`config.mk`:
```
export PLATFORM = sky130hd
export DESIGN_NAME = alu_mmio_ctrl_flat
export DESIGN_NICKNAME = d
export VERILOG_FILES = /design/src/rtl/alu_mmio_ctrl_if.sv /design/src/rtl/alu_mmio_ctrl.sv /design/src/flat_wrapper.sv
export SDC_FILE = /design/constraint.sdc
export NUM_CORES = 1
export LEC_CHECK = 0
export CORE_UTILIZATION = 35
export DETAILED_ROUTE_END_ITERATION = 10
export HOLD_SLACK_MARGIN = 0.12
export PLACE_DENSITY = 0.61
export RECOVER_POWER = 100
export SYNTH_ARGS = -nofsm -noshare
export SYNTH_HDL_FRONTEND = slang
export SYNTH_SLANG_ARGS = --single-unit
export TNS_END_PERCENT = 10
```
`constraint.sdc`:
```
create_clock -name clk -period 4.2 [get_ports clk]
set_input_delay 1.26 -clock clk [delete_from_list [all_inputs] [get_ports clk]]
set_output_delay 1.26 -clock clk [all_outputs]
set_load 0.02 [all_outputs]
```
`src/rtl/alu_mmio_ctrl_if.sv`:
```
// alu_mmio_ctrl_if: peripheral bus between the bus decoder and alu_mmio_ctrl.
//
// Handshake:
//   The master raises req with we/addr/wdata stable and holds them until it
//   sees ack. The slave accepts at a rising edge where req=1, ack=0 and the
//   access is not stalled. ack is then high for exactly the next cycle, and
//   rdata carries the read value during that cycle (0 otherwise). req is
//   ignored while ack=1, so every access takes at least two cycles.
//
// Signals: req, we, addr, wdata (master -> slave); rdata, ack (slave -> master).
interface alu_mmio_ctrl_if #(
  parameter int DATA_WIDTH = 16,
  parameter int ADDR_WIDTH = 3
);
  logic                  req;
  logic                  we;
  logic [ADDR_WIDTH-1:0] addr;
  logic [DATA_WIDTH-1:0] wdata;
  logic [DATA_WIDTH-1:0] rdata;
  logic                  ack;

  modport master (output req, we, addr, wdata, input rdata, ack);
  modport slave  (input req, we, addr, wdata, output rdata, ack);
endinterface

```
`src/rtl/alu_mmio_ctrl.sv`:
```
// alu_mmio_ctrl: memory-mapped front end for a combinational ALU.
// The CPU writes OPA/OPB/OP; a valid OP write launches one EXEC cycle, after
// which the ALU result and {C,N,Z} flags are captured into read-only regs.
//
// Ports:
//   clk, rst       clock, asynchronous active-high reset
//   bus            alu_mmio_ctrl_if slave (req/we/addr/wdata/rdata/ack)
//   alu_a, alu_b   operands to the ALU (OPA/OPB registers)
//   alu_op         opcode to the ALU (OP register)
//   alu_dout       ALU result
//   alu_flags      ALU flags, bit2 C, bit1 N, bit0 Z
//   irq            level interrupt = done & irq_en
//   dbg_state      FSM state (0 IDLE, 1 EXEC)
//
// Map: 0 OPA, 1 OPB, 2 OP, 3 RESULT, 4 FLAGS, 5 STATUS {err,done,busy},
//      6 CTRL {clr(W1C, reads 0), irq_en}, 7 reads 0.
module alu_mmio_ctrl #(
  parameter int DATA_WIDTH = 16,
  parameter int ADDR_WIDTH = 3
) (
  input  logic                  clk,
  input  logic                  rst,
  alu_mmio_ctrl_if.slave        bus,
  output logic [DATA_WIDTH-1:0] alu_a,
  output logic [DATA_WIDTH-1:0] alu_b,
  output logic [DATA_WIDTH-1:0] alu_op,
  input  logic [DATA_WIDTH-1:0] alu_dout,
  input  logic [DATA_WIDTH-1:0] alu_flags,
  output logic                  irq,
  output logic                  dbg_state
);

  localparam logic [ADDR_WIDTH-1:0] OFF_OPA    = ADDR_WIDTH'(0);
  localparam logic [ADDR_WIDTH-1:0] OFF_OPB    = ADDR_WIDTH'(1);
  localparam logic [ADDR_WIDTH-1:0] OFF_OP     = ADDR_WIDTH'(2);
  localparam logic [ADDR_WIDTH-1:0] OFF_RESULT = ADDR_WIDTH'(3);
  localparam logic [ADDR_WIDTH-1:0] OFF_FLAGS  = ADDR_WIDTH'(4);
  localparam logic [ADDR_WIDTH-1:0] OFF_STATUS = ADDR_WIDTH'(5);
  localparam logic [ADDR_WIDTH-1:0] OFF_CTRL   = ADDR_WIDTH'(6);
  localparam logic [DATA_WIDTH-1:0] OP_MAX     = DATA_WIDTH'(9);

  typedef enum logic {IDLE = 1'b0, EXEC = 1'b1} state_t;

  state_t state, state_next;
  logic   busy, capture;

  logic [DATA_WIDTH-1:0] opa, opb, op_reg, result, read_val;
  logic [2:0]            flags;
  logic                  done, err, irq_en;
  logic                  stall, accept, wr, launch, bad_op, clr;
  logic                  unused_flags;

  // Only C/N/Z are captured from the ALU flag word.
  assign unused_flags = ^alu_flags[DATA_WIDTH-1:3];

  // Operand/result registers are frozen while the ALU is computing.
  assign stall  = busy && (bus.addr <= OFF_FLAGS);
  assign accept = bus.req && !bus.ack && !stall;
  assign wr     = accept && bus.we;
  assign launch = wr && (bus.addr == OFF_OP) && (bus.wdata <= OP_MAX);
  assign bad_op = wr && (bus.addr == OFF_OP) && (bus.wdata > OP_MAX);
  assign clr    = wr && (bus.addr == OFF_CTRL) && bus.wdata[1];

  // FSM: state register
  always_ff @(posedge clk or posedge rst) begin
    if (rst) state <= IDLE;
    else     state <= state_next;
  end

  // FSM: next state; EXEC always lasts exactly one cycle
  always_comb begin
    state_next = state;
    case (state)
      IDLE: if (launch) state_next = EXEC;
      EXEC: state_next = IDLE;
      default: state_next = IDLE;
    endcase
  end

  // FSM: outputs
  always_comb begin
    busy    = 1'b0;
    capture = 1'b0;
    if (state == EXEC) begin
      busy    = 1'b1;
      capture = 1'b1;
    end
  end

  // Register writes and result capture
  always_ff @(posedge clk or posedge rst) begin
    if (rst) begin
      opa    <= '0;
      opb    <= '0;
      op_reg <= '0;
      result <= '0;
      flags  <= '0;
      done   <= 1'b0;
      err    <= 1'b0;
      irq_en <= 1'b0;
    end else begin
      if (wr) begin
        case (bus.addr)
          OFF_OPA:  opa    <= bus.wdata;
          OFF_OPB:  opb    <= bus.wdata;
          OFF_OP:   op_reg <= bus.wdata;
          OFF_CTRL: irq_en <= bus.wdata[0];
          default:  ;
        endcase
      end
      if (clr || launch) begin
        done <= 1'b0;
        err  <= 1'b0;
      end
      if (bad_op) begin
        done <= 1'b0;
        err  <= 1'b1;
      end
      // Listed last so a coincident clear loses to the capture.
      if (capture) begin
        result <= alu_dout;
        flags  <= alu_flags[2:0];
        done   <= 1'b1;
      end
    end
  end

  // Read mux, sampled at the accept edge
  always_comb begin
    read_val = '0;
    case (bus.addr)
      OFF_OPA:    read_val = opa;
      OFF_OPB:    read_val = opb;
      OFF_OP:     read_val = op_reg;
      OFF_RESULT: read_val = result;
      OFF_FLAGS:  read_val = {{(DATA_WIDTH-3){1'b0}}, flags};
      OFF_STATUS: read_val = {{(DATA_WIDTH-3){1'b0}}, err, done, busy};
      OFF_CTRL:   read_val = {{(DATA_WIDTH-1){1'b0}}, irq_en};
      default:    read_val = '0;
    endcase
  end

  always_ff @(posedge clk or posedge rst) begin
    if (rst) begin
      bus.ack   <= 1'b0;
      bus.rdata <= '0;
    end else begin
      bus.ack   <= accept;
      bus.rdata <= (accept && !bus.we) ? read_val : '0;
    end
  end

  assign alu_a     = opa;
  assign alu_b     = opb;
  assign alu_op    = op_reg;
  assign irq       = done & irq_en;
  assign dbg_state = state;

endmodule

```
`src/flat_wrapper.sv`:
```
// flat-port wrapper written by rule: the top's interface ports become plain ports
module alu_mmio_ctrl_flat 
#(
  parameter int DATA_WIDTH = 16,
  parameter int ADDR_WIDTH = 3
)
  (clk, rst, alu_a, alu_b, alu_op, alu_dout, alu_flags, irq, dbg_state, bus_req, bus_we, bus_addr, bus_wdata, bus_rdata, bus_ack);
  alu_mmio_ctrl_if #(.DATA_WIDTH(DATA_WIDTH), .ADDR_WIDTH(ADDR_WIDTH)) bus_i ();
  input  logic clk;
  input  logic rst;
  output logic [DATA_WIDTH-1:0] alu_a;
  output logic [DATA_WIDTH-1:0] alu_b;
  output logic [DATA_WIDTH-1:0] alu_op;
  input  logic [DATA_WIDTH-1:0] alu_dout;
  input  logic [DATA_WIDTH-1:0] alu_flags;
  output logic irq;
  output logic dbg_state;
  input wire logic [$bits(bus_i.req)-1:0] bus_req;
  input wire logic [$bits(bus_i.we)-1:0] bus_we;
  input wire logic [$bits(bus_i.addr)-1:0] bus_addr;
  input wire logic [$bits(bus_i.wdata)-1:0] bus_wdata;
  output wire logic [$bits(bus_i.rdata)-1:0] bus_rdata;
  output wire logic [$bits(bus_i.ack)-1:0] bus_ack;
  assign bus_i.req = bus_req;
  assign bus_i.we = bus_we;
  assign bus_i.addr = bus_addr;
  assign bus_i.wdata = bus_wdata;
  assign bus_rdata = bus_i.rdata;
  assign bus_ack = bus_i.ack;
  alu_mmio_ctrl #(.DATA_WIDTH(DATA_WIDTH), .ADDR_WIDTH(ADDR_WIDTH)) u_core (.clk(clk), .rst(rst), .bus(bus_i), .alu_a(alu_a), .alu_b(alu_b), .alu_op(alu_op), .alu_dout(alu_dout), .alu_flags(alu_flags), .irq(irq), .dbg_state(dbg_state));
endmodule
```
# Word-level counts from Yosys, hierarchy flattened
# Cells that the tools add are included.
# classes
order_cmp	3
eq_ne	6
muxes	9
bitwise	2
n_reduce_logical	21
# op_table
op	n
one-hot mux 16 bit (7 select lines)	1
greater-than comparator 16 x 4 -> 1 bit (second input constant)	1
<= comparator 16 x 4 -> 1 bit (second input constant)	1
two-way mux 16 bit	1
logical AND 1 bit	10
equality test 3 bit (second input constant)	3
AND reduction 2 bit	4
equality test 3 x 2 -> 1 bit (second input constant)	2
two-way mux 1 bit	6
equality test 3 x 1 -> 1 bit (second input constant)	1
<= comparator 3 bit (second input constant)	1
logical NOT 1 bit	3
logical NOT 3 bit	1
nonzero test 3 bit	1
one-hot mux 1 bit (2 select lines)	1
nonzero test 2 bit	1
bitwise AND 1 bit	1
logical OR 1 bit	1
inverter 1 bit	1
# totals
regBits	88
in_bits	55
out_inout_bits	67
elab_cells	52

# Logic depth before layout (Yosys ltp)
# depth
word_depth	11
mapped_depth	6
ltp_nobuf	3

# Worst setup path before layout
# Ideal clock, no wire load.
# synth_timing
kind	input to register
start	input bus_addr[0]
end	register u_core.opa[0], in the netlist u_core.alu_a[0]
setup_time_ns	0.125
arrival_time_ns	2.551
required_ns	4.075
setup_slack_ns	1.524
cell_stages	4
n_path_buf	2
cell_sequence	buf_2 nor4_2 buf_4 mux2_2
# synth_via
elab_chain_len	6
word_cells_on_any_way	7
cone_classes	order compare: 1; reduce/logical: 6
# synth_rtl
element	line	text
start: declaration	flat_wrapper.sv:20	input wire logic [$bits(bus_i.addr)-1:0] bus_addr;
<= comparator 3 bit	alu_mmio_ctrl.sv:57	assign stall = busy && (bus.addr <= OFF_FLAGS);
logical AND 1 bit	alu_mmio_ctrl.sv:57	
logical NOT 1 bit	alu_mmio_ctrl.sv:58	assign accept = bus.req && !bus.ack && !stall;
logical AND 1 bit	alu_mmio_ctrl.sv:58	
logical AND 1 bit	alu_mmio_ctrl.sv:59	assign wr = accept && bus.we;
AND reduction 2 bit (no line) *	--	
end signal: assignment	alu_mmio_ctrl.sv:104	OFF_OPA: opa <= bus.wdata;
end: declaration	alu_mmio_ctrl.sv:47	logic [DATA_WIDTH-1:0] opa, opb, op_reg, result, read_val;
# Mark *: on every way between the ends. The rest lies on a longest branch, timed or not.
# A chain may end at the register's enable or synchronous reset.

# Final worst setup path
# layout_timing
start	input bus_we
end	register u_core.opb[9], in the netlist u_core.alu_b[9]
# layout_via
elab_chain_len	2
# layout_rtl
element	line	text
start: declaration	flat_wrapper.sv:19	input wire logic [$bits(bus_i.we)-1:0] bus_we;
logical AND 1 bit	alu_mmio_ctrl.sv:59	
AND reduction 2 bit (no line)	--	
end signal: assignment	alu_mmio_ctrl.sv:105	OFF_OPB: opb <= bus.wdata;
end: declaration	alu_mmio_ctrl.sv:47	
# No other way between the ends.

==> impl_metrics.csv <==
group,metric,value,unit
yosys,synth_warnings,0,
floorplanning,coreArea,0.0105,mm^2
clocking,cts-resized-gates,0,
clocking,cts_made_buffers,9,
power,p_int,1.60,mW
clocking,cts_hold_buf,0,
drt,wl_per_cell,19.1,um
drt,drc,0,
timing,fin_crit,3.35,ns
power,power_switching,0.680,mW
yosys,synth_nets,327,
clocking,clock_latency,0.36,ns
finish,final_cell_mix,"dlygate4sd3_1, dfrtp_1, mux2_2",
timing,setup_viol,0,
worst_setup_path,cp-end-kind,"flop",
worst_setup_path,cp-startpoint,"bus_we",
yosys,seq_area_frac_synth,0.571,
timing,fin_hold_ws,0.511,ns
finish,fin_area,0.00527,mm^2
yosys,synth_area,0.00386,mm^2
worst_setup_path,r2r_cells,4,
power,p_seq_frac,0.460,
yosys,synth_seq_cells,88,
place,gp_congestion,0.722,
clocking,clockRootBuffer,"clkbuf_8",
worst_setup_path,crit_fanout,13,
drt,via_count,2691,
place,hpwl,7.00,mm
hold_path,hold_depth,1,
clocking,cts_tree,"done",
global_route,grt_pass1_wl,15.3,mm
yosys,synthCells,272,
clocking,clkSinkCount,88,
worst_setup_path,cp.required,4.45,ns
drt,drtIter0Drc,72,
floorplanning,io_pins,122,
floorplanning,core.rowCount,37,
worst_setup_path,start_kind,"primary input",
power,sw_frac_of_total,0.298,
drt,vias_per_cell,5.14,
floorplanning,die_h,107,um
outcome,status,"finished with violations",
worst_setup_path,rr_startpoint,"u_core.dbg_state",
clocking,clk_pin_slew,0.08,ns
global_route,grt_use_total,0.181,
floorplanning,die_w,107,um
worst_setup_path,crit_family,"buffers and inverters",
worst_setup_path,setup.worst_path.class,"primary input to flop",
timing,max_freq,299,MHz
yosys,syn_avg_cell_area,14.2,um^2
finish,final.fill_count,968,
floorplanning,die_area,0.0114,mm^2
run,drv_cap,1,
global_route,grt_start_max_net_pins,47,
global_route,grt_overflow,0,
power,powerDensity,433,mW/mm^2
power,leakage,2.39,nW
place,numPortBuffers,108,
drt,ant_nets,0,
worst_setup_path,cp_slowest_cell,"dlygate4sd3_1",
timing,fin_worst_skew,0.00638,ns
timing,worstMarginPinSlew,1.98,ns
floorplanning,initial_utilization,0.367,
power,ir_worst_vdd,232,uV
hold_path,hp-class,"flop to flop",
finish,drive_gt1_frac,0.258,
drt,wl,10.0,mm
clocking,htreeDepth,3,
timing,finalHoldViolCount,0,
worst_setup_path,rr_endpoint,"u_core.alu_a[7]",
clocking,post_cts_buffers,0,
drt,drt_first_pass_iters,4,
global_route,grt_pass1_vias,2769,
timing,drv_slew,43,
timing,maxSlewHeadroom,-0.328,
worst_setup_path,path_cells,"dlygate4sd3_1 > nand4bb_1 > or4b_1 > clkbuf_1 > mux2_1",
clocking,clock_path_buffers,2,
timing,fin_crit_sh,0.797,
hold_path,min_to,"u_core.result[9]",
timing,finalSetupTns,0,ns
hold_path,min_from,"u_core.result[9]",
finish,syn_to_final_growth,36.7,%
worst_setup_path,cp.arrival,3.59,ns
timing,rsz0062_at_grt,"no",
place,placement.cell_area,0.00513,mm^2
worst_setup_path,r2r_slack,1.60,ns
outcome,violations,"max-capacitance violations, max-slew violations",
finish,final_nets,438,
worst_setup_path,slowest_delay,0.66,ns
power,power.share.clock,0.273,
global_route,antenna_found_initial,0,
worst_setup_path,path_buf_inv,2,
yosys,ys_types,33,
power,p_comb_frac,0.267,
## synthesized netlist by cell type, drive strengths merged
cell | n | area [um^2]
dfrtp | 88 | 2200
mux2 | 83 | 972
a22oi | 14 | 105
a21oi | 13 | 65.1
nand3b | 12 | 90.1
buf | 11 | 60.1
clkbuf | 7 | 26.3
nor2 | 7 | 26.3
mux4 | 4 | 90.1
nor4 | 4 | 31.3
inv | 3 | 11.3
nand2 | 3 | 11.3
nand3 | 3 | 15.0
a211o | 2 | 17.5
and2 | 2 | 12.5
nand2b | 2 | 12.5
nor3b | 2 | 15.0
o21ai | 2 | 10.0
a21o | 1 | 7.51
a311oi | 1 | 8.76
a31o | 1 | 8.76
a31oi | 1 | 6.26
and3 | 1 | 6.26
and4bb | 1 | 12.5
nand4 | 1 | 6.26
nand4bb | 1 | 11.3
nor2b | 1 | 6.26
or4b | 1 | 10.0
## area by class of cell
class                   instances  area [um^2]  share of cell area
clock buffers                  11          131              0.0249
repair buffers                118         1170               0.222
well taps                     136          170              0.0323
inverters                       3         12.5             0.00237
multi-input cells             163         1510               0.287
flip-flops and latches         88         2200               0.418
diodes                          1         2.50            0.000474
clock inverters                 4         70.1              0.0133
## power by group through the flow
stage | Clock, mW | Sequential [mW] | Combinational, mW
final | 0.624 | 1.05 | 0.609
after CTS | 0.641 | 1.06 | 0.682
after global placement | 0 | 1.07 | 0.675
after global routing | 0.681 | 1.07 | 0.645
after detailed placement | 0 | 1.07 | 0.678
after floorplan | 0 | 1.19 | 0.209
## worst max-delay path by stage
stage	slack [ns]	end	cells after the start
6_report	0.85	u_core.alu_b[9]	5
5_1_grt	0.77	u_core.alu_a[9]	5
4_1_cts	1.13	u_core.alu_b[7]	5
3_5_place_dp	0.76	u_core.alu_b[9]	5
3_3_place_gp	0.79	u_core.alu_b[8]	5
2_1_floorplan	0.66	u_core.alu_a[0]	1
## routing by layer
metal	vias up	global-route usage	routed length [um]
met4	0	0.0489	149
met3	12	0.0650	723
li1	1213	-	-
met5	-	0	0
met1	1371	0.241	4500
met2	95	0.280	4640
## stage by stage
step / power, mW / util / setup slack [ns] / cells
after floorplan: 1.40 / - / 0.661 / 272
after global placement: 1.74 / 0.488 / 0.786 / 508
after detailed placement: 1.75 / 0.488 / 0.760 / 508
after CTS: 2.38 / 0.508 / 1.13 / 523
after global routing: 2.40 / 0.502 / 0.773 / 523
final: 2.28 / 0.502 / 0.854 / 524
## worst reg2reg max path, stage by stage (launching register included)
cell,delay (ns)
dfrtp_1,0.36
clkbuf_2,0.44
nor4_1,1.09
buf_12,0.25
mux2_2,0.35
## cells by family (layout without fill, tap and decap cells)
family                 count (synthesis)  count (layout)  share of synthesized area
AO/OA/AOI/OAI                         35              35                     0.0594
other                                  0               1                          0
flip-flops                            88              88                      0.571
buffers and inverters                 21             136                     0.0253
multiplexers                          87              87                      0.275
AND/OR/NAND/NOR                       41              41                     0.0691
## flip-flops by register name, indices dropped and copies added, names as in the netlist, 3 cells and up
signal and flops:
u_core.alu_op 16, u_core.flags 3, u_core.bus.rdata 16, u_core.alu_b 16
u_core.alu_a 16, u_core.result 16
(Power assumes the default switching activity.)
